===== config.mk =====
export PLATFORM = sky130hd
export DESIGN_NAME = hazard_ctrl_flat
export DESIGN_NICKNAME = d
export VERILOG_FILES = /design/src/rtl/hazard_ctrl_pkg.sv /design/src/rtl/hazard_ctrl_if.sv /design/src/rtl/hazard_ctrl_wait_timer.sv /design/src/rtl/hazard_ctrl.sv /design/src/flat_wrapper.sv
export SDC_FILE = /design/constraint.sdc
export NUM_CORES = 1
export LEC_CHECK = 0
export CAP_MARGIN = 20
export CORE_MARGIN = 2
export CORE_UTILIZATION = 25
export CTS_CLUSTER_DIAMETER = 60
export DETAILED_ROUTE_END_ITERATION = 10
export SYNTH_ARGS = -nofsm -noshare
export SYNTH_HDL_FRONTEND = slang
export SYNTH_SLANG_ARGS = --single-unit

===== constraint.sdc =====
create_clock -name clk -period 4.23 [get_ports clk]
set_input_delay 0.6345 -clock clk [delete_from_list [all_inputs] [get_ports clk]]
set_output_delay 0.6345 -clock clk [all_outputs]
set_load 0.01 [all_outputs]

===== src/rtl/hazard_ctrl_pkg.sv =====
// Shared types and constants for the pipeline hazard controller.
// The NOP constants describe what a flushed pipeline register holds; the
// datapath uses them when it loads a bubble into IF/ID, ID/EX or MEM/WB.
package hazard_pkg;

  // Controller state, named after the situation the pipeline is in next cycle.
  typedef enum logic [1:0] {
    RUN        = 2'd0,
    MEM_WAIT   = 2'd1,
    FETCH_WAIT = 2'd2,
    KILL       = 2'd3
  } hz_state_e;

  // Canonical RISC-V NOP: addi x0, x0, 0.
  localparam logic [6:0]  NOP_OPCODE = 7'b0010011;
  localparam logic [31:0] NOP_INSTR  = 32'h0000_0013;

  // Pick the next state from the winning case's view of the next cycle.
  // A data-memory wait always dominates, then an outstanding wrong-path
  // fetch, then a fetch that has not yet returned.
  function automatic hz_state_e hz_next_state(input logic mem_wait,
                                              input logic kill_next,
                                              input logic imem_ready);
    hz_state_e nxt;
    if (mem_wait) begin
      nxt = MEM_WAIT;
    end else if (kill_next) begin
      nxt = KILL;
    end else if (!imem_ready) begin
      nxt = FETCH_WAIT;
    end else begin
      nxt = RUN;
    end
    return nxt;
  endfunction

endpackage


===== src/rtl/hazard_ctrl_if.sv =====
// Handshake and control bundle between the pipeline datapath and the
// hazard controller. The slave modport is the controller side; the master
// modport is the datapath side that produces the hazard inputs.
// HAZARD_PERF_EN adds the two performance counter outputs.
interface hazard_ctrl_if #(
  parameter int CNT_WIDTH = 32
);
  import hazard_pkg::*;

  logic load_use_flag;
  logic branch_taken_E;
  logic mem_op_M;
  logic dmem_ready;
  logic imem_ready;

  logic stall_F;
  logic stall_D;
  logic stall_E;
  logic stall_M;
  logic flush_D;
  logic flush_E;
  logic bubble_W;
  logic redirect_valid;
  logic imem_ack;
  logic dmem_timeout;

`ifdef HAZARD_PERF_EN
  logic [CNT_WIDTH-1:0] perf_stall_cycles;
  logic [CNT_WIDTH-1:0] perf_flush_count;

  modport master (
    output load_use_flag, branch_taken_E, mem_op_M, dmem_ready, imem_ready,
    input  stall_F, stall_D, stall_E, stall_M, flush_D, flush_E, bubble_W,
    input  redirect_valid, imem_ack, dmem_timeout,
    input  perf_stall_cycles, perf_flush_count
  );

  modport slave (
    input  load_use_flag, branch_taken_E, mem_op_M, dmem_ready, imem_ready,
    output stall_F, stall_D, stall_E, stall_M, flush_D, flush_E, bubble_W,
    output redirect_valid, imem_ack, dmem_timeout,
    output perf_stall_cycles, perf_flush_count
  );
`else
  modport master (
    output load_use_flag, branch_taken_E, mem_op_M, dmem_ready, imem_ready,
    input  stall_F, stall_D, stall_E, stall_M, flush_D, flush_E, bubble_W,
    input  redirect_valid, imem_ack, dmem_timeout
  );

  modport slave (
    input  load_use_flag, branch_taken_E, mem_op_M, dmem_ready, imem_ready,
    output stall_F, stall_D, stall_E, stall_M, flush_D, flush_E, bubble_W,
    output redirect_valid, imem_ack, dmem_timeout
  );
`endif

endinterface


===== src/rtl/hazard_ctrl_wait_timer.sv =====
// Data-memory watchdog: counts consecutive wait cycles and raises a sticky
// error once the count reaches DMEM_TIMEOUT. Only reset clears the flag.
module hazard_wait_timer #(
  parameter int DMEM_TIMEOUT = 255
) (
  input  logic clk,
  input  logic rst_n,
  input  logic mem_wait,
  output logic timeout
);

  localparam int             CW    = $clog2(DMEM_TIMEOUT + 1);
  localparam logic [CW-1:0]  LIMIT = CW'(DMEM_TIMEOUT);

  logic [CW-1:0] count_q, count_d;
  logic          timeout_q, timeout_d;

  // Count up while the wait persists, saturate at the limit, drop to zero on any break.
  always_comb begin
    count_d = '0;
    if (mem_wait) begin
      count_d = (count_q == LIMIT) ? count_q : count_q + CW'(1);
    end
    timeout_d = timeout_q | (count_d == LIMIT);
  end

  // Watchdog registers.
  always_ff @(posedge clk or negedge rst_n) begin
    if (!rst_n) begin
      count_q   <= '0;
      timeout_q <= 1'b0;
    end else begin
      count_q   <= count_d;
      timeout_q <= timeout_d;
    end
  end

  assign timeout = timeout_q;

endmodule


===== src/rtl/hazard_ctrl.sv =====
// Pipeline hazard controller for the 5-stage core. Resolves memory waits,
// taken branches, load-use hazards and wrong-path fetch responses into
// per-stage stall/flush controls with zero-cycle latency, tracking the
// outstanding wrong-path fetch across cycles.
// Optional feature macro: HAZARD_PERF_EN (stall/flush performance counters).
module hazard_ctrl
  import hazard_pkg::*;
#(
  parameter int DMEM_TIMEOUT = 255,
  parameter int CNT_WIDTH    = 32
) (
  input logic           clk,
  input logic           rst_n,
  hazard_ctrl_if.slave  hz
);

  hz_state_e state_q, state_d;
  logic      kill_hold_q, kill_hold_d;

  logic mem_wait;
  logic kill_pend;

  logic stall_f_c, stall_d_c, stall_e_c, stall_m_c;
  logic flush_d_c, flush_e_c, bubble_w_c, redirect_c, ack_c;

  logic timeout_flag;

  assign mem_wait = hz.mem_op_M & ~hz.dmem_ready;

  // A wrong-path fetch is outstanding in KILL, or while a memory wait
  // froze the pipeline after one was already pending.
  assign kill_pend = (state_q == KILL) | ((state_q == MEM_WAIT) & kill_hold_q);

  // Resolve the highest-priority hazard into control outputs and next state.
  always_comb begin
    stall_f_c   = 1'b0;
    stall_d_c   = 1'b0;
    stall_e_c   = 1'b0;
    stall_m_c   = 1'b0;
    flush_d_c   = 1'b0;
    flush_e_c   = 1'b0;
    bubble_w_c  = 1'b0;
    redirect_c  = 1'b0;
    ack_c       = 1'b0;
    kill_hold_d = kill_pend & ~hz.imem_ready;

    if (mem_wait) begin
      stall_f_c   = 1'b1;
      stall_d_c   = 1'b1;
      stall_e_c   = 1'b1;
      stall_m_c   = 1'b1;
      bubble_w_c  = 1'b1;
      kill_hold_d = kill_pend;
    end else if (hz.branch_taken_E) begin
      flush_d_c   = 1'b1;
      flush_e_c   = 1'b1;
      redirect_c  = 1'b1;
      ack_c       = hz.imem_ready;
      kill_hold_d = ~hz.imem_ready;
    end else if (hz.load_use_flag) begin
      stall_f_c   = 1'b1;
      stall_d_c   = 1'b1;
      flush_e_c   = 1'b1;
    end else if (kill_pend & hz.imem_ready) begin
      flush_d_c   = 1'b1;
      stall_f_c   = 1'b1;
      ack_c       = 1'b1;
    end else if (!hz.imem_ready) begin
      stall_f_c   = 1'b1;
      flush_d_c   = 1'b1;
    end else begin
      ack_c       = hz.imem_ready;
    end

    state_d = hz_next_state(mem_wait, kill_hold_d, hz.imem_ready);
  end

  // Controller state; reset abandons any wait or pending wrong-path fetch.
  always_ff @(posedge clk or negedge rst_n) begin
    if (!rst_n) begin
      state_q     <= RUN;
      kill_hold_q <= 1'b0;
    end else begin
      state_q     <= state_d;
      kill_hold_q <= kill_hold_d;
    end
  end

  hazard_wait_timer #(
    .DMEM_TIMEOUT (DMEM_TIMEOUT)
  ) u_wait_timer (
    .clk      (clk),
    .rst_n    (rst_n),
    .mem_wait (mem_wait),
    .timeout  (timeout_flag)
  );

  // Outputs are held low for as long as reset is asserted.
  assign hz.stall_F        = rst_n & stall_f_c;
  assign hz.stall_D        = rst_n & stall_d_c;
  assign hz.stall_E        = rst_n & stall_e_c;
  assign hz.stall_M        = rst_n & stall_m_c;
  assign hz.flush_D        = rst_n & flush_d_c;
  assign hz.flush_E        = rst_n & flush_e_c;
  assign hz.bubble_W       = rst_n & bubble_w_c;
  assign hz.redirect_valid = rst_n & redirect_c;
  assign hz.imem_ack       = rst_n & ack_c;
  assign hz.dmem_timeout   = rst_n & timeout_flag;

`ifdef HAZARD_PERF_EN
  logic [CNT_WIDTH-1:0] perf_stall_q, perf_stall_d;
  logic [CNT_WIDTH-1:0] perf_flush_q, perf_flush_d;
  logic                 any_stall, any_flush;

  assign any_stall = stall_f_c | stall_d_c | stall_e_c | stall_m_c;
  assign any_flush = flush_d_c | flush_e_c;

  // Saturating event counters for stall cycles and flush cycles.
  always_comb begin
    perf_stall_d = perf_stall_q;
    perf_flush_d = perf_flush_q;
    if (any_stall && (perf_stall_q != '1)) begin
      perf_stall_d = perf_stall_q + CNT_WIDTH'(1);
    end
    if (any_flush && (perf_flush_q != '1)) begin
      perf_flush_d = perf_flush_q + CNT_WIDTH'(1);
    end
  end

  // Performance counter registers.
  always_ff @(posedge clk or negedge rst_n) begin
    if (!rst_n) begin
      perf_stall_q <= '0;
      perf_flush_q <= '0;
    end else begin
      perf_stall_q <= perf_stall_d;
      perf_flush_q <= perf_flush_d;
    end
  end

  assign hz.perf_stall_cycles = perf_stall_q;
  assign hz.perf_flush_count  = perf_flush_q;
`endif

endmodule


===== src/flat_wrapper.sv =====
// flat-port wrapper written by rule: the top's interface ports become plain ports
module hazard_ctrl_flat import hazard_pkg::*;
#(
  parameter int DMEM_TIMEOUT = 255,
  parameter int CNT_WIDTH    = 32
)
  (clk, rst_n, hz_load_use_flag, hz_branch_taken_E, hz_mem_op_M, hz_dmem_ready, hz_imem_ready, hz_stall_F, hz_stall_D, hz_stall_E, hz_stall_M, hz_flush_D, hz_flush_E, hz_bubble_W, hz_redirect_valid, hz_imem_ack, hz_dmem_timeout);
  hazard_ctrl_if #(.CNT_WIDTH(CNT_WIDTH)) hz_i ();
  input logic clk;
  input logic rst_n;
  input wire logic [$bits(hz_i.load_use_flag)-1:0] hz_load_use_flag;
  input wire logic [$bits(hz_i.branch_taken_E)-1:0] hz_branch_taken_E;
  input wire logic [$bits(hz_i.mem_op_M)-1:0] hz_mem_op_M;
  input wire logic [$bits(hz_i.dmem_ready)-1:0] hz_dmem_ready;
  input wire logic [$bits(hz_i.imem_ready)-1:0] hz_imem_ready;
  output wire logic [$bits(hz_i.stall_F)-1:0] hz_stall_F;
  output wire logic [$bits(hz_i.stall_D)-1:0] hz_stall_D;
  output wire logic [$bits(hz_i.stall_E)-1:0] hz_stall_E;
  output wire logic [$bits(hz_i.stall_M)-1:0] hz_stall_M;
  output wire logic [$bits(hz_i.flush_D)-1:0] hz_flush_D;
  output wire logic [$bits(hz_i.flush_E)-1:0] hz_flush_E;
  output wire logic [$bits(hz_i.bubble_W)-1:0] hz_bubble_W;
  output wire logic [$bits(hz_i.redirect_valid)-1:0] hz_redirect_valid;
  output wire logic [$bits(hz_i.imem_ack)-1:0] hz_imem_ack;
  output wire logic [$bits(hz_i.dmem_timeout)-1:0] hz_dmem_timeout;
  assign hz_i.load_use_flag = hz_load_use_flag;
  assign hz_i.branch_taken_E = hz_branch_taken_E;
  assign hz_i.mem_op_M = hz_mem_op_M;
  assign hz_i.dmem_ready = hz_dmem_ready;
  assign hz_i.imem_ready = hz_imem_ready;
  assign hz_stall_F = hz_i.stall_F;
  assign hz_stall_D = hz_i.stall_D;
  assign hz_stall_E = hz_i.stall_E;
  assign hz_stall_M = hz_i.stall_M;
  assign hz_flush_D = hz_i.flush_D;
  assign hz_flush_E = hz_i.flush_E;
  assign hz_bubble_W = hz_i.bubble_W;
  assign hz_redirect_valid = hz_i.redirect_valid;
  assign hz_imem_ack = hz_i.imem_ack;
  assign hz_dmem_timeout = hz_i.dmem_timeout;
  hazard_ctrl #(.DMEM_TIMEOUT(DMEM_TIMEOUT), .CNT_WIDTH(CNT_WIDTH)) u_core (.clk(clk), .rst_n(rst_n), .hz(hz_i));
endmodule

== After elaboration in Yosys (flattened, before gate mapping) ==
Cells that the tools add are included.

* Muxes and demuxes: 28
* Add/subtract/negate cells: 1
* Equality and inequality tests: 4
* Bitwise gates (word level): 16

{| class="wikitable"
|+ Operators by type and width
! kind !! number
|-
| $mux 1 || 23
|-
| $eq 8x8->1 const B || 2
|-
| $mux 8 || 2
|-
| $and 1x1->1 || 12
|-
| $add 8x1->8 const B || 1
|-
| $mux 2 || 3
|-
| $eq 2x1->1 const B || 1
|-
| $eq 2x2->1 const B || 1
|-
| $not 1->1 || 2
|-
| $or 1x1->1 || 2
|}

* Output and inout bits: 10
* Logic and storage cells: 53
* Bits in registers: 12
* Input port bits: 7

== Longest topological paths before layout ==
Gate-level depths: netlist (run 1).

* Depth after elaboration: 9
* Gate-level depth with buffers: 5
* Depth with buffers taken out: 5

== Cells and area by module ==
Synthesis (run 1) repeated with hierarchy kept, for this count alone.

* Cells, all modules: 88
* Area, all modules: 797.0 um^2

{| class="wikitable"
|+ Modules (own cells, without submodules)
! module !! cells an instance !! sequential area each (um^2) !! area each (um^2) !! times used
|-
| hazard_wait_timer || 59 || 225.2 || 546.8 || 1
|-
| hazard_ctrl || 29 || 75.1 || 250.2 || 1
|}

== Worst setup path after synthesis (run 1) ==
No wires, ideal clock.

* Path type: input-to-output
* Start point: input hz_dmem_ready
* End point: output hz_stall_F
* Buffers on the path: 1
* Cell stages on the path: 4
* Path slack: 2.162 ns
* Required time: 3.595 ns
* Arrival time: 1.433 ns
* Path through: nand2b_1 > clkbuf_1 > a21oi_1 > a31o_1

* Cells in the longest elaborated chain, start to end: 4

{| class="wikitable"
|+ Ends and longest elaborated chain
! what !! line !! source
|-
| start, declared || flat_wrapper.sv:14 || <nowiki>input wire logic [$bits(hz_i.dmem_ready)-1:0] hz_dmem_ready;</nowiki>
|-
| $not 1->1 || hazard_ctrl.sv:28 || <nowiki>assign mem_wait = hz.mem_op_M & ~hz.dmem_ready;</nowiki>
|-
| $and 1x1->1 || hazard_ctrl.sv:28 ||
|-
| $mux 1 || hazard_ctrl.sv:47 || <nowiki>if (mem_wait) begin</nowiki>
|-
| $and 1x1->1 || hazard_ctrl.sv:99 || <nowiki>assign hz.stall_F = rst_n & stall_f_c;</nowiki>
|-
| end, declared || flat_wrapper.sv:16 || <nowiki>output wire logic [$bits(hz_i.stall_F)-1:0] hz_stall_F;</nowiki>
|}

Every way passes these cells.

== Worst setup path after layout (run 1) ==
* Start point: input rst_n
* End point: output hz_stall_F

* Cells in the longest elaborated chain, start to end: 1

{| class="wikitable"
|+ Ends and longest elaborated chain
! what !! line !! source
|-
| start, declared || flat_wrapper.sv:10 || <nowiki>input logic rst_n;</nowiki>
|-
| $and 1x1->1 || hazard_ctrl.sv:99 ||
|}

Every way passes these cells.

==> results.md, run 1 <==
- Antenna-violating nets left: 0
- Post-synthesis sequential area ratio: 42.40%
- PortBufs: 16
- Postcts setup bufs: 0
- Skew final: 4.039 ps
- Post-Synthesis Cells: 86
- Total wire length: 1.619 mm
- Peak VDD IR: 115.9 µV
- Placed inst area: 888.4 µm²
- Crit path from: rst_n
- Critical Path Most Common Cell: clkdlybuf4s50_1
- Area grow syn2layout: 28.62%
- Post-DP HPWL: 1.216 mm
- Chip width: 57.23 µm
- Worst Setup End Kind: primary output
- Reg2reg path depth: 5
- Initial antenna violation count: 0
- CTS clk-pin slew, worst paths: 70 ps
- Leak pwr: 0.3681 nW
- Reg2Reg Setup Slack: 2490 ps
- Initial Utilization: 25.90%
- Routability cong.: 0.7779
- Largest net degree at the start of global routing: 16
- Diode count: 0
- H-tree levels: 1
- First-pass DRT Iterations: 4
- Setup-failing EPs final: 0
- Area fraction in and, or, nand and nor cells after synthesis: 27.03%
- Final core utilization: 33.32%
- Largest family of logic cells by synthesized area: simple AND/OR/NAND/NOR gates
- RSZ-0062 raised after global routing: false
- Hold worst-path end: u_core.u_wait_timer.timeout
- MaxCap Viol Count: 0
- Final #Nets: 112
- Clock sinks: 12
- Worst Tran Pin Value: 620.3 ps
- Grt ovf: 0
- Vias in the first global route: 610
- Max Transition Viols Final: 0
- Layout cell share with drive strength beyond 1: 2.941%
- RR Startpoint: u_core.u_wait_timer.count_q[0]
- Fmax: 0.3150 GHz
- Via count: 692
- Avg Cell Area, Syn: 8.235 µm²
- Total core area: 2734 µm²
- Yosys warning count: 0
- Clock latency on the worst-skew pair: 270 ps
- Slowest CP cell: clkdlybuf4s50_1
- Hold Crit Start: u_core.u_wait_timer.timeout
- Root buf cell: clkbuf_4
- CP Cell Sequence: clkdlybuf4s50_1 -> inv_1 -> a21oi_1 -> a31o_1 -> clkdlybuf4s50_1
- Hold Fails Final Rpt: 0
- CP Max Fanout: 15
- Die H: 57.23 µm
- Rows: 19
- Commonest non-fill, non-tap cell in the layout: clkdlybuf4s50_1
- Design Area, Final: 910.9 µm²
- Post-Syn Area: 708.2 µm²
- Adder-cell area share of the yosys netlist: 1.767%
- Setup TNS: 0 ps
- Multiplexer share of the synthesized area: 0%
- Remaining DRCs: 0
- Ports: 17
- Xor/xnor cell area share of the yosys netlist: 3.710%
- Global-route wire length before repair: 2.594 mm
- CTS tree: built
- Status: finished, final reports clean
- Most frequent cells in the layout: 16 x clkdlybuf4s50_1, 14 x nor2_1, 12 x dfrtp_1
- Fin crit period: 3175 ps
- Worst min-delay path class: flop to flop
- Critical path arrival: 2540 ps
- CTS Buf Count: 3
- Hold Buf Count CTS: 0
- PD cells: 250.6 nW/µm²
- Final period util: 75.05%
- Synth unique cells: 33
- Post-cts sizing count: 0
- Slew headroom: 58.52%
- Compound-Gate Fraction of Synth Area: 19.26%
- Hold_ws: 462.4 ps
- CP max stage delay: 870 ps
- Syn nets: 94
- DRT iter0 DRCs: 15
- Via-per-instance ratio: 5.203
- CP Class: primary input to primary output
- Hold Path Cell Cnt: 2
- Die area: 3275 µm²
- Crit path launch type: primary input
- Yosys reg bits: 12
- Reg2reg end: u_core.u_wait_timer.timeout
- WL/cell: 12.17 µm
- Critical Path RT: 3600 ps
- GRT Util Overall: 10.22%
- Clk buf depth: 2
-- worst max-delay path by stage --
stage,end,slack [ps],depth (start not counted)
5_1_grt,hz_stall_F,870,5
3_3_place_gp,hz_stall_F,1090,5
6_report,hz_stall_F,1060,5
2_1_floorplan,hz_stall_F,2160,4
3_5_place_dp,hz_stall_F,1010,5
4_1_cts,hz_stall_F,1010,5
-- cell families after synthesis --
logic type / after synthesis
xor+xnor: 3
simple gates: 41
compound gates: 20
fa+ha+maj: 1
buf+inv: 9
flops: 12
-- through the flow --
step / power, mW / worst slack, ps / cells
after floorplan: 0.1401 / 2162 / 86
after global placement: 0.1609 / 1091 / 130
after detailed placement: 0.1622 / 1014 / 130
after CTS: 0.2286 / 1011 / 133
after global routing: 0.2393 / 872.2 / 133
final: 0.2282 / 1055 / 133
-- synthesized netlist by cell type --
cell,count,area share [%]
and2_1,1,0.88
nor2_1,14,7.4
inv_1,6,3.2
a31o_1,1,1.2
nand2b_1,2,1.8
clkbuf_1,1,0.53
buf_4,2,2.1
o21a_1,1,1.1
a22oi_1,1,1.1
and4_1,1,1.2
nor4_1,1,0.88
a211oi_1,2,2.1
a311oi_1,2,2.5
nand4_1,1,0.88
dfrtp_1,12,42
nand3_1,3,2.1
o21ai_0,1,0.71
and3_1,1,0.88
nand2_1,10,5.3
a21oi_1,5,3.5
nor2b_1,1,0.88
or2_1,2,1.8
o41ai_1,1,1.2
xnor2_1,2,2.5
a21boi_1,1,1.1
o2111ai_1,1,1.2
ha_1,1,1.8
xor2_1,1,1.2
a31oi_1,1,0.88
nor3_1,3,2.1
o21ai_1,2,1.4
or3_1,1,0.88
o32ai_1,1,1.2
-- critical path, delay by kind of cell --
family                 cells  cell delay, ps
buffers and inverters      3            1560
AO/OA/AOI/OAI              2             340
-- routing by layer --
| metal | wire (µm) | global-route usage, % | vias up |
|---|---|---|---|
| li1 | - | - | 341 |
| met1 | 721 | 12.88 | 325 |
| met2 | 775 | 16.58 | 21 |
| met3 | 89 | 1.814 | 5 |
| met4 | 32 | 5.648 | 0 |
| met5 | 0 | 0 | - |
-- final cells by class --
type / instances / area, µm²
inverters: 6 / 22.52
multi-input cells: 65 / 366.6
flip-flops and latches: 12 / 300.3
fillers: 285 / 1823
clock buffers: 3 / 22.52
well taps: 31 / 38.79
repair buffers: 16 / 160.2
-- sequential cells by signal (all words and copies together), names as in the netlist --
| register | cells |
|---|---|
| u_core.state_q | 2 |
| u_core.kill_hold_q | 1 |
| u_core.u_wait_timer.count_q | 8 |
| u_core.u_wait_timer.timeout | 1 |
-- power by group --
group / internal, mW / total (mW) / switching, mW / leakage, nW
Combinational: 0.0200 / 0.0390 / 0.0190 / 0.199
Sequential: 0.118 / 0.120 / 0.00208 / 0.156
Clock: 0.0330 / 0.0688 / 0.0358 / 0.0138
Total: 0.171 / 0.228 / 0.0569 / 0.368
Note: power is estimated with default switching activity, not from simulation.
==> run 2, diff against run 1 <==
==> constraint.sdc (replaced) <==
create_clock -name clk -period 3.25 [get_ports clk]
set_input_delay 0.4875 -clock clk [delete_from_list [all_inputs] [get_ports clk]]
set_output_delay 0.4875 -clock clk [all_outputs]
set_load 0.01 [all_outputs]
==> results.md, run 2 (synthesis gave the netlist of run 1 again) <==
- Status: finished, final reports clean (unchanged)
- Reg2reg path depth: 5 (unchanged)
- Remaining DRCs: 0 (unchanged)
- CP max stage delay: 620 ps (was 870 ps)
- Worst Setup End Kind: primary output (unchanged)
- Fin crit period: 2532 ps
- Critical Path Most Common Cell: clkdlybuf4s50_1 (unchanged)
- CTS Buf Count: 3 (unchanged)
- Via count: 712 (was 692)
- Critical Path RT: 2760 ps (was 3600 ps)
- Area grow syn2layout: 32.69% (was 28.62%)
- Placed Cells: 132 (was 130)
- Max Transition Viols Final: 0 (unchanged)
- GRT Util Overall: 12.03% (was 10.22%)
- Postcts setup bufs: 0 (unchanged)
- Largest net degree at the start of global routing: 10 (was 16)
- Routability cong.: 0.7597 (was 0.7779)
- Design Area, Final: 939.7 µm² (was 910.9 µm²)
- Via-per-instance ratio: 5.235 (was 5.203)
- Vias in the first global route: 723 (was 610)
- Crit path launch type: primary input (unchanged)
- Biggest register: u_core.u_wait_timer.count_q (unchanged)
- RR Startpoint: u_core.u_wait_timer.count_q[0] (unchanged)
- CP Cell Sequence: clkdlybuf4s50_1 -> inv_1 -> a21oi_1 -> a31o_1 -> clkdlybuf4s50_1 (unchanged)
- Slew headroom: 73.52% (was 58.52%)
- Finished Layout Cells: 136 (was 133)
- Placed inst area: 903.4 µm² (was 888.4 µm²)
- Worst Tran Pin Value: 396.0 ps (was 620.3 ps)
- Clock sinks: 12 (unchanged)
- Rows: 19 (unchanged)
- Filler cells: 292 (was 285)
- MaxCap Viol Count: 0 (unchanged)
- Fmax: 0.3950 GHz
- Hold Fails Final Rpt: 0 (unchanged)
- Clock latency on the worst-skew pair: 270 ps (about the same)
- CTS clk-pin slew, worst paths: 70 ps (about the same)
- Final Worst Setup Slack: 718.2 ps (was 1055 ps)
- Most frequent cells in the layout: 16 x clkdlybuf4s50_1, 14 x nor2_1, 12 x dfrtp_1 (unchanged)
- Worst min-delay path class: primary input to async pin (was flop to flop)
- Peak VDD IR: 139.1 µV (was 115.9 µV)
- Reg2Reg Setup Slack: 1520 ps (was 2490 ps)
- Final #Nets: 114 (was 112)
- Worst path top cell family by delay: buffers and inverters (unchanged)
- WL/cell: 12.07 µm (was 12.17 µm)
- Chip width: 57.23 µm (unchanged)
- Area occupied by registers: 300.3 µm² (unchanged)
- Top flop regs: u_core.u_wait_timer.count_q (8), u_core.state_q (2) (unchanged)
- Die area: 3275 µm² (unchanged)
- Die H: 57.23 µm (unchanged)
- Ports: 17 (unchanged)
- CTS tree: built (unchanged)
- Initial antenna violation count: 0 (unchanged)
- Total wire length: 1.642 mm (was 1.619 mm)
- Worst Path Buf+Inv: 3 (unchanged)
- DRT iter0 DRCs: 43 (was 15)
- Hold Buf Count CTS: 0 (unchanged)
- Worst path depth: 5 (unchanged)
- Antenna-violating nets left: 0 (unchanged)
- Clk buf depth: 2 (unchanged)
- Total Power: 0.3235 mW (was 0.2282 mW)
- Multi-input gate area: 366.6 µm² (unchanged)
- Global-route wire length before repair: 3.042 mm (was 2.594 mm)
- Crit path from: rst_n (unchanged)
- Total core area: 2734 µm² (unchanged)
- Setup-failing EPs final: 0 (unchanged)
- Setup TNS: 0 ps (unchanged)
- Root buf cell: clkbuf_4 (unchanged)
- Layout cell share with drive strength beyond 1: 5.714% (was 2.941%)
- Commonest non-fill, non-tap cell in the layout: clkdlybuf4s50_1 (unchanged)
- Final period util: 77.90%
- CP Capture Point: hz_stall_F (unchanged)
- RSZ-0062 raised after global routing: false (unchanged)
- PD cells: 344.2 nW/µm² (was 250.6 nW/µm²)
- Slowest CP cell: clkdlybuf4s50_1 (unchanged)
- Critical path arrival: 2040 ps (was 2540 ps)
- CP Max Fanout: 7 (was 15)
- Post-cts sizing count: 0 (unchanged)
- Post-DP HPWL: 1.294 mm (was 1.216 mm)
- Leak pwr: 0.3846 nW (was 0.3681 nW)
- Dpl ws: 721.6 ps (was 1014 ps)
- First-pass DRT Iterations: 4 (unchanged)
- Initial Utilization: 25.90% (unchanged)
- CP Class: primary input to primary output (unchanged)
- Skew final: 4.094 ps (was 4.039 ps)
- H-tree levels: 1 (unchanged)
- PortBufs: 16 (unchanged)
- Diode count: 0 (unchanged)
- Number of flip-flops in the largest register: 8 (unchanged)
- Reg2reg end: u_core.u_wait_timer.timeout (unchanged)
- Grt ovf: 0 (unchanged)
-- run 2: final cells by class --
class | instances | area share (%)
Clock buffer | 4 | 3.862
Inverter | 6 | 2.397
Multi-Input combinational cell | 65 | 39.01
Sequential cell | 12 | 31.96
Tap cell | 31 | 4.128
Timing Repair Buffer | 18 | 18.64
-- run 2: power breakdown --
group | switching, mW | internal, mW | leakage, nW
logic | 0.0246 | 0.0277 | 0.208
registers | 0.00288 | 0.154 | 0.156
clock network | 0.0462 | 0.0681 | 0.0210
total | 0.0737 | 0.250 | 0.385
-- run 2: how the worst min path moves through the flow --
stage	from	slack, ps	endpoint	depth (start not counted)
detailed placement	u_core.u_wait_timer.timeout	450	u_core.u_wait_timer.timeout	2
floorplan	rst_n	190	u_core.kill_hold_q	0
global route	rst_n	460	u_core.u_wait_timer.count_q[3]	1
CTS	rst_n	450	u_core.u_wait_timer.timeout	1
global placement	u_core.u_wait_timer.timeout	450	u_core.u_wait_timer.timeout	2
finish	rst_n	460	u_core.u_wait_timer.timeout	1
-- run 2: through the flow --
stage / utilization [%] / hold WS (ps)
2_1_floorplan: - / 191.9
3_5_place_dp: 33.04 / 449.6
5_1_grt: 34.37 / 459.0
4_1_cts: 34.37 / 450.4
3_3_place_gp: 33.04 / 445.9
6_report: 34.37 / 455.8
-- run 2: layer usage --
layer / track usage [%] / share of wire (%) / wire (µm)
met1: 14.18 / 44 / 715
met2: 20.20 / 49 / 801
met3: 1.587 / 5.0 / 82
met4: 8.306 / 2.6 / 43
met5: 0 / 0 / 0
==> run 3, diff against run 2 <==
==> constraint.sdc (replaced) <==
create_clock -name clk -period 2.5 [get_ports clk]
set_input_delay 0.375 -clock clk [delete_from_list [all_inputs] [get_ports clk]]
set_output_delay 0.375 -clock clk [all_outputs]
set_load 0.01 [all_outputs]
==> results.md, run 3 (synthesis gave the netlist of run 1 again) <==
- H-tree levels: 1 (unchanged)
- Final period util: 89.93%
- GRT Util Overall: 10.90% (was 12.03%)
- Top flop regs: u_core.u_wait_timer.count_q (8), u_core.state_q (2) (unchanged)
- Filler cells: 298 (was 292)
- Reg2reg path depth: 5 (unchanged)
- Grt met2 use: 19.87% (was 20.20%)
- Setup TNS: 0 ps (unchanged)
- Initial Utilization: 25.90% (unchanged)
- Via-per-instance ratio: 5.096 (was 5.235)
- GR Util met3: 0.9070% (was 1.587%)
- Total wire length: 1.681 mm (was 1.642 mm)
- Reg2Reg Setup Slack: 750 ps (was 1520 ps)
- Critical Path RT: 2120 ps (was 2760 ps)
- CP Max Fanout: 4 (was 7)
- RR Startpoint: u_core.u_wait_timer.count_q[0] (unchanged)
- Root buf cell: clkbuf_4 (unchanged)
- CP Capture Point: hz_stall_F (unchanged)
- Via count: 693 (was 712)
- Hold Fails Final Rpt: 0 (unchanged)
- PD cells: 416.3 nW/µm² (was 344.2 nW/µm²)
- Max Transition Viols Final: 0 (unchanged)
- Worst Setup End Kind: primary output (unchanged)
- Post-DP HPWL: 1.351 mm (was 1.294 mm)
- Initial antenna violation count: 0 (unchanged)
- Met1 Track Usage GR: 12.91% (was 14.18%)
- Commonest non-fill, non-tap cell in the layout: clkdlybuf4s50_1 (unchanged)
- PortBufs: 16 (unchanged)
- Hold Buf Count CTS: 0 (unchanged)
- First-pass DRT Iterations: 5 (was 4)
- Critical path arrival: 1870 ps (was 2040 ps)
- Remaining DRCs: 0 (unchanged)
- CTS tree: built (unchanged)
- Global-route wire length before repair: 2.870 mm (was 3.042 mm)
- Final core utilization: 34.14% (was 34.37%)
- Diode count: 0 (unchanged)
- Antenna-violating nets left: 0 (unchanged)
- Total core area: 2734 µm² (unchanged)
- Fin crit period: 2248 ps
- Final #Nets: 115 (was 114)
- Skew final: 3.558 ps (was 4.094 ps)
- Placed Cells: 133 (was 132)
- Post-cts sizing count: 0 (unchanged)
- Vias in the first global route: 670 (was 723)
- Clock latency on the worst-skew pair: 270 ps (about the same)
- DRT iter0 DRCs: 28 (was 43)
- Biggest register: u_core.u_wait_timer.count_q (unchanged)
- CTS Buf Count: 3 (unchanged)
- Die H: 57.23 µm (unchanged)
- Area grow syn2layout: 31.80% (was 32.69%)
- Largest net degree at the start of global routing: 10 (unchanged)
- RSZ-0062 raised after global routing: false (unchanged)
- CTS clk-pin slew, worst paths: 70 ps (about the same)
- Layout cell share with drive strength beyond 1: 5.714% (unchanged)
- MaxCap Viol Count: 0 (unchanged)
- Status: finished, final reports clean (unchanged)
- Worst Tran Pin Value: 354.8 ps (was 396.0 ps)
- Postcts setup bufs: 0 (unchanged)
- Crit path from: hz_branch_taken_E (was rst_n)
- Clk buf depth: 2 (unchanged)
- Grt ovf: 0 (unchanged)
- Chip width: 57.23 µm (unchanged)
- Die area: 3275 µm² (unchanged)
- Worst min-delay path class: flop to flop (was primary input to async pin)
- Rows: 19 (unchanged)
- Most frequent cells in the layout: 16 x clkdlybuf4s50_1, 14 x nor2_1, 12 x dfrtp_1 (unchanged)
- Crit path launch type: primary input (unchanged)
- WL/cell: 12.36 µm (was 12.07 µm)
- Leak pwr: 0.3822 nW (was 0.3846 nW)
- Routability cong.: 0.7705 (was 0.7597)
- Slew headroom: 76.27% (was 73.52%)
- CP Class: primary input to primary output (unchanged)
- Ports: 17 (unchanged)
- Busiest grt layer: met2 (unchanged)
- Setup-failing EPs final: 0 (unchanged)
- Reg2reg end: u_core.u_wait_timer.timeout (unchanged)
- Clock sinks: 12 (unchanged)
- Finished Layout Cells: 136 (unchanged)
- Fmax: 0.4448 GHz
- Peak VDD IR: 175.3 µV (was 139.1 µV)
- Number of flip-flops in the largest register: 8 (unchanged)
==> run 3: cell count changes in the layout (fill, tap and decap cells not counted), sizes merged <==
cell	delta
clkbuf	-1
buf	+1
==> run 3: layout make-up <==
type | count | area [µm²] | area share (%)
tap | 31 | 38.79 | 4.155
inverter | 6 | 22.52 | 2.413
sequential | 12 | 300.3 | 32.17
multi-input combinational | 65 | 366.6 | 39.28
clock buffer | 3 | 22.52 | 2.413
timing repair buffer | 19 | 182.7 | 19.57
==> run 3: how the worst min path moves through the flow <==
stage	startpoint	depth (start not counted)	slack, ps	end
finish	u_core.u_wait_timer.timeout	2	460	u_core.u_wait_timer.timeout
global placement	u_core.u_wait_timer.timeout	2	440	u_core.u_wait_timer.timeout
global route	u_core.u_wait_timer.timeout	2	470	u_core.u_wait_timer.timeout
detailed placement	u_core.u_wait_timer.timeout	2	440	u_core.u_wait_timer.timeout
CTS	u_core.u_wait_timer.timeout	2	450	u_core.u_wait_timer.timeout
floorplan	rst_n	0	80	u_core.kill_hold_q
==> run 3: through the flow <==
step                      setup WS, ps  hold WS, ps  cell area (µm²)  power, mW
after detailed placement         266.2        435.2            910.9     0.2774
after global placement           306.6        437.7            910.9     0.2761
after global routing             118.5        474.3            933.4     0.4074
final                            251.8        457.5            933.4     0.3886
after CTS                        254.4        451.3            933.4     0.3910
after floorplan                  951.2        79.41            708.2     0.2371
==> run 3: metal layers <==
layer | wire [µm] | vias to the layer above | share of wire (%)
met5 | 0 | - | 0
met4 | 24 | 0 | 1.4
met3 | 109 | 2 | 6.5
met2 | 840 | 26 | 50
met1 | 705 | 324 | 42
li1 | - | 341 | -
==> run 3: power by group <==
part / internal [mW] / switching (mW)
registers: 0.200 / 0.00357
clock network: 0.0556 / 0.0599
logic: 0.0370 / 0.0323
==> run 3: worst max-delay path, stage by stage <==
cell	delay (ps)
clkdlybuf4s50_1	460
inv_1	120
nand2_1	70
a21oi_1	200
a31o_1	120
clkdlybuf4s50_1	520
